--- src/rtl/mem_native_arbiter.sv ---
`default_nettype none
// ============================================================================
// Module   : mem_native_arbiter
// Brief    : Round-robin arbiter sharing one native memory port between
//            NUM_MASTERS requesters, with a watchdog for silent slaves.
// Revision : 1.0
// ============================================================================
module mem_native_arbiter #(
  parameter int NUM_MASTERS = 2,
  parameter int TIMEOUT     = 1024
) (
  input  logic                                                   clk,
  input  logic                                                   resetn,
  input  logic [NUM_MASTERS-1:0]                                 m_valid,
  input  logic [NUM_MASTERS-1:0]                                 m_instr,
  input  logic [32*NUM_MASTERS-1:0]                              m_addr,
  input  logic [32*NUM_MASTERS-1:0]                              m_wdata,
  input  logic [4*NUM_MASTERS-1:0]                               m_wstrb,
  output logic [NUM_MASTERS-1:0]                                 m_ready,
  output logic [31:0]                                            m_rdata,
  output logic                                                   s_valid,
  output logic                                                   s_instr,
  output logic [31:0]                                            s_addr,
  output logic [31:0]                                            s_wdata,
  output logic [3:0]                                             s_wstrb,
  input  logic                                                   s_ready,
  input  logic [31:0]                                            s_rdata,
  output logic [((NUM_MASTERS > 1) ? $clog2(NUM_MASTERS) : 1)-1:0] grant,
  output logic                                                   timeout_err
);

  localparam int          c_GW           = (NUM_MASTERS > 1) ? $clog2(NUM_MASTERS) : 1;
  localparam int          c_CNT_W        = (TIMEOUT > 1) ? $clog2(TIMEOUT) : 1;
  localparam logic [31:0] c_TIMEOUT_DATA = 32'hDEADBEEF;

  typedef enum logic [0:0] {
    IDLE = 1'b0,
    BUSY = 1'b1
  } state_t;

  state_t            r_state;
  state_t            w_state_nxt;

  logic [c_GW-1:0]   r_grant;
  logic [c_GW-1:0]   r_ptr;
  logic [c_GW-1:0]   w_sel;
  logic [c_GW-1:0]   w_ptr_nxt;
  logic              w_found;
  logic              w_busy;
  logic              w_done;
  logic              w_wd_hit;

  logic              r_s_instr;
  logic [31:0]       r_s_addr;
  logic [31:0]       r_s_wdata;
  logic [3:0]        r_s_wstrb;

  logic [31:0]       w_addr  [NUM_MASTERS];
  logic [31:0]       w_wdata [NUM_MASTERS];
  logic [3:0]        w_wstrb [NUM_MASTERS];

  generate
    for (genvar gi = 0; gi < NUM_MASTERS; gi++) begin : g_unpack
      assign w_addr[gi]  = m_addr[32*gi +: 32];
      assign w_wdata[gi] = m_wdata[32*gi +: 32];
      assign w_wstrb[gi] = m_wstrb[4*gi +: 4];
    end
  endgenerate

  // (base + offset) mod NUM_MASTERS; offset never exceeds NUM_MASTERS-1
  function automatic logic [c_GW-1:0] rr_index(input logic [c_GW-1:0] base, input int offset);
    int sum;
    sum = int'(base) + offset;
    if (sum >= NUM_MASTERS) begin
      sum = sum - NUM_MASTERS;
    end
    return c_GW'(sum);
  endfunction

  // First requester at or above the round-robin pointer wins
  always_comb begin
    w_found = 1'b0;
    w_sel   = '0;
    for (int k = 0; k < NUM_MASTERS; k++) begin
      if (!w_found && m_valid[rr_index(r_ptr, k)]) begin
        w_found = 1'b1;
        w_sel   = rr_index(r_ptr, k);
      end
    end
  end

  assign w_busy    = (r_state == BUSY);
  assign w_done    = w_busy && (s_ready || w_wd_hit);
  assign w_ptr_nxt = rr_index(r_grant, 1);

  always_ff @(posedge clk or negedge resetn) begin
    if (!resetn) begin
      r_state <= IDLE;
    end else begin
      r_state <= w_state_nxt;
    end
  end

  always_comb begin
    w_state_nxt = r_state;
    case (r_state)
      IDLE:    if (w_found) w_state_nxt = BUSY;
      BUSY:    if (w_done)  w_state_nxt = IDLE;
      default: w_state_nxt = IDLE;
    endcase
  end

  always_ff @(posedge clk or negedge resetn) begin
    if (!resetn) begin
      r_grant   <= '0;
      r_ptr     <= '0;
      r_s_instr <= 1'b0;
      r_s_addr  <= '0;
      r_s_wdata <= '0;
      r_s_wstrb <= '0;
    end else if (!w_busy && w_found) begin
      r_grant   <= w_sel;
      r_s_instr <= m_instr[w_sel];
      r_s_addr  <= w_addr[w_sel];
      r_s_wdata <= w_wdata[w_sel];
      r_s_wstrb <= w_wstrb[w_sel];
    end else if (w_done) begin
      r_ptr     <= w_ptr_nxt;
    end
  end

  // Watchdog: counter value k means k+1 BUSY cycles have elapsed this transaction
  generate
    if (TIMEOUT > 0) begin : g_watchdog
      logic [c_CNT_W-1:0] r_wd_cnt;

      always_ff @(posedge clk or negedge resetn) begin
        if (!resetn) begin
          r_wd_cnt <= '0;
        end else if (w_busy && !w_done) begin
          r_wd_cnt <= r_wd_cnt + c_CNT_W'(1);
        end else begin
          r_wd_cnt <= '0;
        end
      end

      assign w_wd_hit = w_busy && !s_ready && (r_wd_cnt == c_CNT_W'(TIMEOUT - 1));
    end else begin : g_no_watchdog
      assign w_wd_hit = 1'b0;
    end
  endgenerate

  always_comb begin
    m_ready = '0;
    if (w_done) begin
      m_ready[r_grant] = 1'b1;
    end
  end

  // A real s_ready in the watchdog cycle keeps the slave's data and no error
  assign m_rdata     = w_wd_hit ? c_TIMEOUT_DATA : s_rdata;
  assign timeout_err = w_wd_hit;

  assign s_valid = w_busy;
  assign s_instr = r_s_instr;
  assign s_addr  = r_s_addr;
  assign s_wdata = r_s_wdata;
  assign s_wstrb = r_s_wstrb;
  assign grant   = r_grant;

endmodule
`default_nettype wire

--- config.mk ---
export PLATFORM = sky130hd
export DESIGN_NAME = mem_native_arbiter
export DESIGN_NICKNAME = d
export VERILOG_FILES = /design/src/rtl/mem_native_arbiter.sv
export SDC_FILE = /design/constraint.sdc
export NUM_CORES = 1
export LEC_CHECK = 0
export CORE_AREA = 2 2 109 111
export DETAILED_ROUTE_END_ITERATION = 6
export DIE_AREA = 0 0 111 113
export GPL_TIMING_DRIVEN = 0
export PLACE_DENSITY = 0.85
export SLEW_MARGIN = 20
export SYNTH_ARGS = -nofsm -noshare
export SYNTH_HDL_FRONTEND = slang
export SYNTH_SLANG_ARGS = --single-unit
export TNS_END_PERCENT = 100
--- constraint.sdc ---
create_clock -name clk -period 2.3 [get_ports clk]
set_input_delay 0.575 -clock clk [delete_from_list [all_inputs] [get_ports clk]]
set_output_delay 0.575 -clock clk [all_outputs]
set_load 0.05 [all_outputs]
== Yosys cells after proc, flatten, opt, wreduce, memory -nomap -nowiden ==
Index checks and enable logic that the tools add are counted.

* Word-level logic and storage cells: 70
* Register bits after elaboration: 82
* Output and inout port bits: 106
* Input port bits: 175

* Mux-type cells: 30
* Bitwise logic cells: 3
* Eq/ne operators: 1
* Order comparisons: 9
* Add/subtract/negate cells: 6
* Reduce and logical (&&, ||, !) cells: 13

{| class="wikitable"
|+ Operator list
! operator !! count
|-
| $mux 32 || 7
|-
| $mux 1 || 16
|-
| $mux 4 || 3
|-
| $add 10x1->10 const B || 1
|-
| $eq 10x10->1 const B || 1
|-
| $mux 10 || 1
|-
| $lt 1x2->1 const B || 4
|-
| $logic_and 1x1->1 || 7
|-
| $ge 2x2->1 const B || 3
|-
| $add 1x1->2 const B || 2
|-
| $logic_not 1->1 || 4
|-
| $sub 1x1->1 const B || 3
|-
| $ge 1x2->1 const B || 1
|-
| $mux 2 || 1
|-
| $not 1->1 || 2
|-
| $not 1->2 || 1
|-
| $pmux 1 s2 || 1
|-
| $reduce_and 2->1 || 1
|-
| $demux 1 s1 || 1
|-
| $ge 1x1->1 const B || 1
|-
| $logic_or 1x1->1 || 1
|}

== Depth between registers and ports, before layout ==
* Word-level depth: 12
* Gate-level depth with buffers: 6
* Gate-level depth less buffers: 4

== Least setup slack after synthesis ==
No wires, ideal clock.

* Path kind: register to output
* From: reg r_state (netlist: s_valid)
* To: out m_ready[0]
* Buffers on the path: 0
* Data arrival time: 1.986 ns
* Cell stages (with the launch flop): 3
* Path slack: -0.261 ns
* Cells stage by stage: dfrtp_1 inv_1 nor3_1

* Word-level cells in the longest chain between the ends: 5

{| class="wikitable"
|+ RTL lines
! item !! line !! source
|-
| from (decl) || 41 || <nowiki>state_t r_state;</nowiki>
|-
| from (signal assigned) || 100 || <nowiki>r_state <= w_state_nxt;</nowiki>
|-
| $logic_and 1x1->1 (2 in series) || 147 || <nowiki>assign w_wd_hit = w_busy && !s_ready && (r_wd_cnt == c_CNT_W'(TIMEOUT - 1));</nowiki>
|-
| $logic_or 1x1->1 || 93 || <nowiki>assign w_done = w_busy && (s_ready || w_wd_hit);</nowiki>
|-
| $logic_and 1x1->1 (*) || 93 ||
|-
| $mux 2 (*) || 155 || <nowiki>if (w_done) begin</nowiki>
|-
| to (decl) || 19 || <nowiki>output logic [NUM_MASTERS-1:0] m_ready,</nowiki>
|}

Mark *: on every way between the ends. The rest lies on a longest branch, timed or not.

== Final worst setup path ==
* From: reg g_watchdog.r_wd_cnt[7]
* To: out m_rdata[14]

* Word-level cells in the longest chain between the ends: 3

{| class="wikitable"
|+ RTL lines
! item !! line !! source
|-
| from (decl) || 135 || <nowiki>logic [c_CNT_W-1:0] r_wd_cnt;</nowiki>
|-
| from (signal assigned) || 141 || <nowiki>r_wd_cnt <= r_wd_cnt + c_CNT_W'(1);</nowiki>
|-
| $eq 10x10->1 || 147 ||
|-
| $logic_and 1x1->1 || 147 ||
|-
| $mux 32 || 161 || <nowiki>assign m_rdata = w_wd_hit ? c_TIMEOUT_DATA : s_rdata;</nowiki>
|-
| to (decl) || 20 || <nowiki>output logic [31:0] m_rdata,</nowiki>
|}

Every way passes these cells.

==> key figures <==
Outcome
  • Status: finished clean

Yosys
  • Ys async rst share: 100%
  • Cell variety after synth: 41
  • Area leader, netlist: dfrtp_1
  • Sequential area share after synthesis: 46.5%
  • Avg Synthesized Cell Area: 8.88 um2
  • Post-Synth Adder-Cell Area: 0.284%
  • Syn_nets: 673
  • Post-synth EDFFs: 0
  • Synth Warn #: 0
  • Synth Cell Area: 0.00441 mm2
  • Flops & latches, synth: 82
  • Top cells by count, synth: dfrtp_1 (82), nor2_1 (75), a31oi_1 (70), nand3b_1 (70), o21ai_0 (65)
  • Main combinational cell family by area after synthesis: simple AND/OR/NAND/NOR gates
  • Most numerous cell in the Yosys netlist: dfrtp_1
  • Post-synthesis simple-gate area fraction: 26.7%
  • Synth Area in XOR/XNOR: 0.595%
  • Mapped Cells: 497
  • Synth Flop Type: dfrtp_1
  • Post-synthesis compound-gate area fraction: 20.7%
  • Synth top area cells: dfrtp_1 (46%), nand3b_1 (12%), a31oi_1 (9.9%)
  • Synth top area share: 46.5%
  • Multiplexer share of the synthesized area: 0%

Detailed routing
  • Avg WL per Cell: 18.6 um
  • Top sig layer: met4
  • Post-route ant nets: 0
  • Wl on met1: 6.47 mm
  • Met3 wire len: 1.23 mm
  • DRC violation total after the first TritonRoute iteration: 263
  • Via Count: 5268
  • Drt first pass iters: 5
  • Drt drc: 0
  • WL final: 17.7 mm
  • DR WL met2: 9.27 mm
  • DR vias/cell: 5.55

Floorplan
  • Die area: 0.0125 mm2
  • # rows: 39
  • Initial core utilization: 39.1%
  • Top-Level Pins: 281
  • Die span in x: 111 um
  • Core Area: 0.0113 mm2
  • Die height: 113 um

Power and ir drop
  • Cell leakage power: 0.00314 uW
  • PwrDens: 1110 mW/mm2
  • Tot Pwr: 8720 uW
  • Combinational Power Share: 56.7%
  • Cell Int Power: 4620 uW
  • Sw frac: 47.0%
  • Clock Power Share: 16.7%
  • Sequential share of power: 26.6%
  • Max VDD drop: 0.000678 V
  • Switching power of the nets: 4100 uW

Worst setup path
  • Critical Path Start Type: register
  • Reg2reg end: s_wdata[3]
  • CP Class: reg -> out
  • Reg2reg start: r_ptr
  • CP cell instances: and4_4 > nand4_4 > buf_6 > and2_4 > buf_6
  • Max FO, Critical Path: 7
  • Nature of the critical path endpoint: output port
  • Setup slack, reg-to-reg: 540 ps
  • Slowest-stage cell, CP: dfrtp_1
  • Cell mode on critical path: buf_6
  • WP data required: 1730 ps
  • Worst R2R Path Depth: 5
  • Critical path data arrival time: 1680 ps
  • Crit path largest cell delay: 390 ps

Clocking
  • Clock slew at the register clock pins of the worst setup and hold paths: 60 ps
  • H-tree levels: 3
  • CTS Buf Count: 9
  • Clock sink count: 82
  • CTS tree: yes
  • Clk_lat worst skew: 330 ps
  • Longest Clk Path Bufs: 2
  • Root Buffer Master: clkbuf_16

Layout
  • Net count, final: 977
  • Share of layout cells above drive strength 1: 13.2%
  • Reg area: 0.00206 mm2
  • Layout Cells excl Fill: 950
  • Fin util: 69.6%
  • Fillers: 853
  • Area occupied by multi-input gates: 0.00217 mm2
  • Area Overhead vs Synth: 77.7%

Timing
  • Fin. Hold Viols: 0
  • Skew final: 6.27 ps
  • Slew @ Worst Pin: 583 ps
  • Max frequency: 444 MHz
  • Final Cycle Share: 97.8%
  • Final max-slew violation count: 0
  • Worst slew margin relative to its limit: 61.0%
  • Setup-failing EPs final: 0
  • RSZ-0062 raised after global routing: yes
  • Setup ws final: 49.9 ps
  • Tmin final: 2250 ps

Placement
  • Placed cell count: 920
  • Dpl hpwl: 13.2 mm
  • IO buf count: 279
  • Dpl ws: -1010 ps
  • GPL Wtd Cong: 0.883

Global route
  • First-pass GRT wire length: 26.9 mm
  • Initial antenna violation count: 1
  • Vias in the first global route: 5345
  • Largest net degree at the start of global routing: 43
  • GRT Overall Usage: 26.9%
  • GRT overflow: 0

Job
  • Max Cap Viol: 0

Worst hold path
  • Worst min-delay path class: in -> async
-- metrics by stage --
stage	setup TNS [ps]	hold slack [ps]	cell area, um2
after global placement	-208930	491	7380
final	0	225	7840
after floorplan	-523	279	4410
after CTS	-12.0	232	7730
after detailed placement	-31520	507	7400
after global routing	-61.7	261	7840
-- placed cells by master (no fill, tap or decap), types with 2 or more instances in the layout --
| cell | synthesis | routed |
|---|---|---|
| nor2_1 | 75 | 75 |
| xor2_1 | 2 | 2 |
| nand4_1 | 2 | 2 |
| nand4_4 | 2 | 2 |
| a21oi_1 | 4 | 4 |
| nand2b_4 | 0 | 2 |
| nand2_1 | 2 | 2 |
| a31oi_1 | 70 | 70 |
| clkdlybuf4s50_1 | 0 | 242 |
| clkbuf_16 | 0 | 9 |
| dfrtp_1 | 82 | 78 |
| and2_4 | 0 | 8 |
| o21ai_1 | 7 | 7 |
| inv_1 | 6 | 6 |
| nand2b_1 | 25 | 23 |
| buf_6 | 0 | 18 |
| clkbuf_8 | 0 | 2 |
| buf_8 | 0 | 3 |
| nand3_1 | 3 | 3 |
| buf_2 | 18 | 20 |
| clkbuf_1 | 29 | 32 |
| nand3b_1 | 70 | 70 |
| dfrtp_2 | 0 | 4 |
| buf_4 | 1 | 27 |
| nor3_1 | 2 | 2 |
| and4_4 | 0 | 2 |
| o21ai_0 | 65 | 65 |
-- cell families after synthesis --
group,Yosys count
adders and majority gates,1
xor gates and xnor gates,3
AOI/OAI and AO/OA,157
buffers and inverters,55
and+or+nand+nor,199
DFF,82
-- worst max-delay path by stage --
stage                                      start     endpoint  slack, ps  cells past startpoint
after floorplan                          s_valid   m_ready[0]       -260                      2
after global placement                    resetn   s_addr[31]      -2180                      1
after detailed placement                 s_ready  m_rdata[27]      -1010                      6
after CTS                                s_ready  m_rdata[13]        -10                      6
after global routing      g_watchdog.r_wd_cnt[0]  m_rdata[12]        -20                      6
final                     g_watchdog.r_wd_cnt[7]  m_rdata[14]         50                      5
-- power groups by stage --
| stage | Sequential, uW | Combinational (uW) | Clock (uW) |
|---|---|---|---|
| 2_1_floorplan | 4160 | 1160 | 0 |
| 3_3_place_gp | 2310 | 4840 | 0 |
| 3_5_place_dp | 2330 | 4910 | 0 |
| 4_1_cts | 2310 | 4930 | 1480 |
| 5_1_grt | 2380 | 5170 | 1530 |
| 6_report | 2320 | 4950 | 1450 |
-- critical path: cells and delay by family (launching register included) --
family | cells | cell delay [ps]
buffers and inverters | 2 | 330
flip-flops | 1 | 390
AND/OR/NAND/NOR | 3 | 610
-- cell type report --
cell class | count | share of cell area (%)
timing repair buffer | 293 | 36.7
multi-input combinational | 360 | 27.7
sequential | 82 | 26.2
clock buffer | 14 | 3.37
buffer | 49 | 3.00
tap | 143 | 2.28
clock inverter | 2 | 0.447
inverter | 6 | 0.287
antenna | 1 | 0.0319
-- what timing repair did --
item,4_1_cts,5_1_grt
gates cloned,1,0
endpoints found under the hold margin,0,0
hold buffers,0,0
buffers inserted,10,2
setup endpoints to repair,35,35
pin swaps,1,3
resized for setup,218,40
-- state kept, by name, indices dropped and copies added (netlist names) --
register	cells
s_valid	1
r_ptr	1
grant	1
g_watchdog.r_wd_cnt	10
s_wstrb	4
s_instr	1
s_addr	32
s_wdata	32
-- per-layer routing --
| layer | vias up | GRT usage [%] |
|---|---|---|
| li1 | 2400 | - |
| met3 | 50 | 5.09 |
| met4 | 0 | 13.8 |
| met1 | 2520 | 28.9 |
| met2 | 298 | 50.3 |
| met5 | - | 0 |
Note: power is estimated with default switching activity, not from simulation.
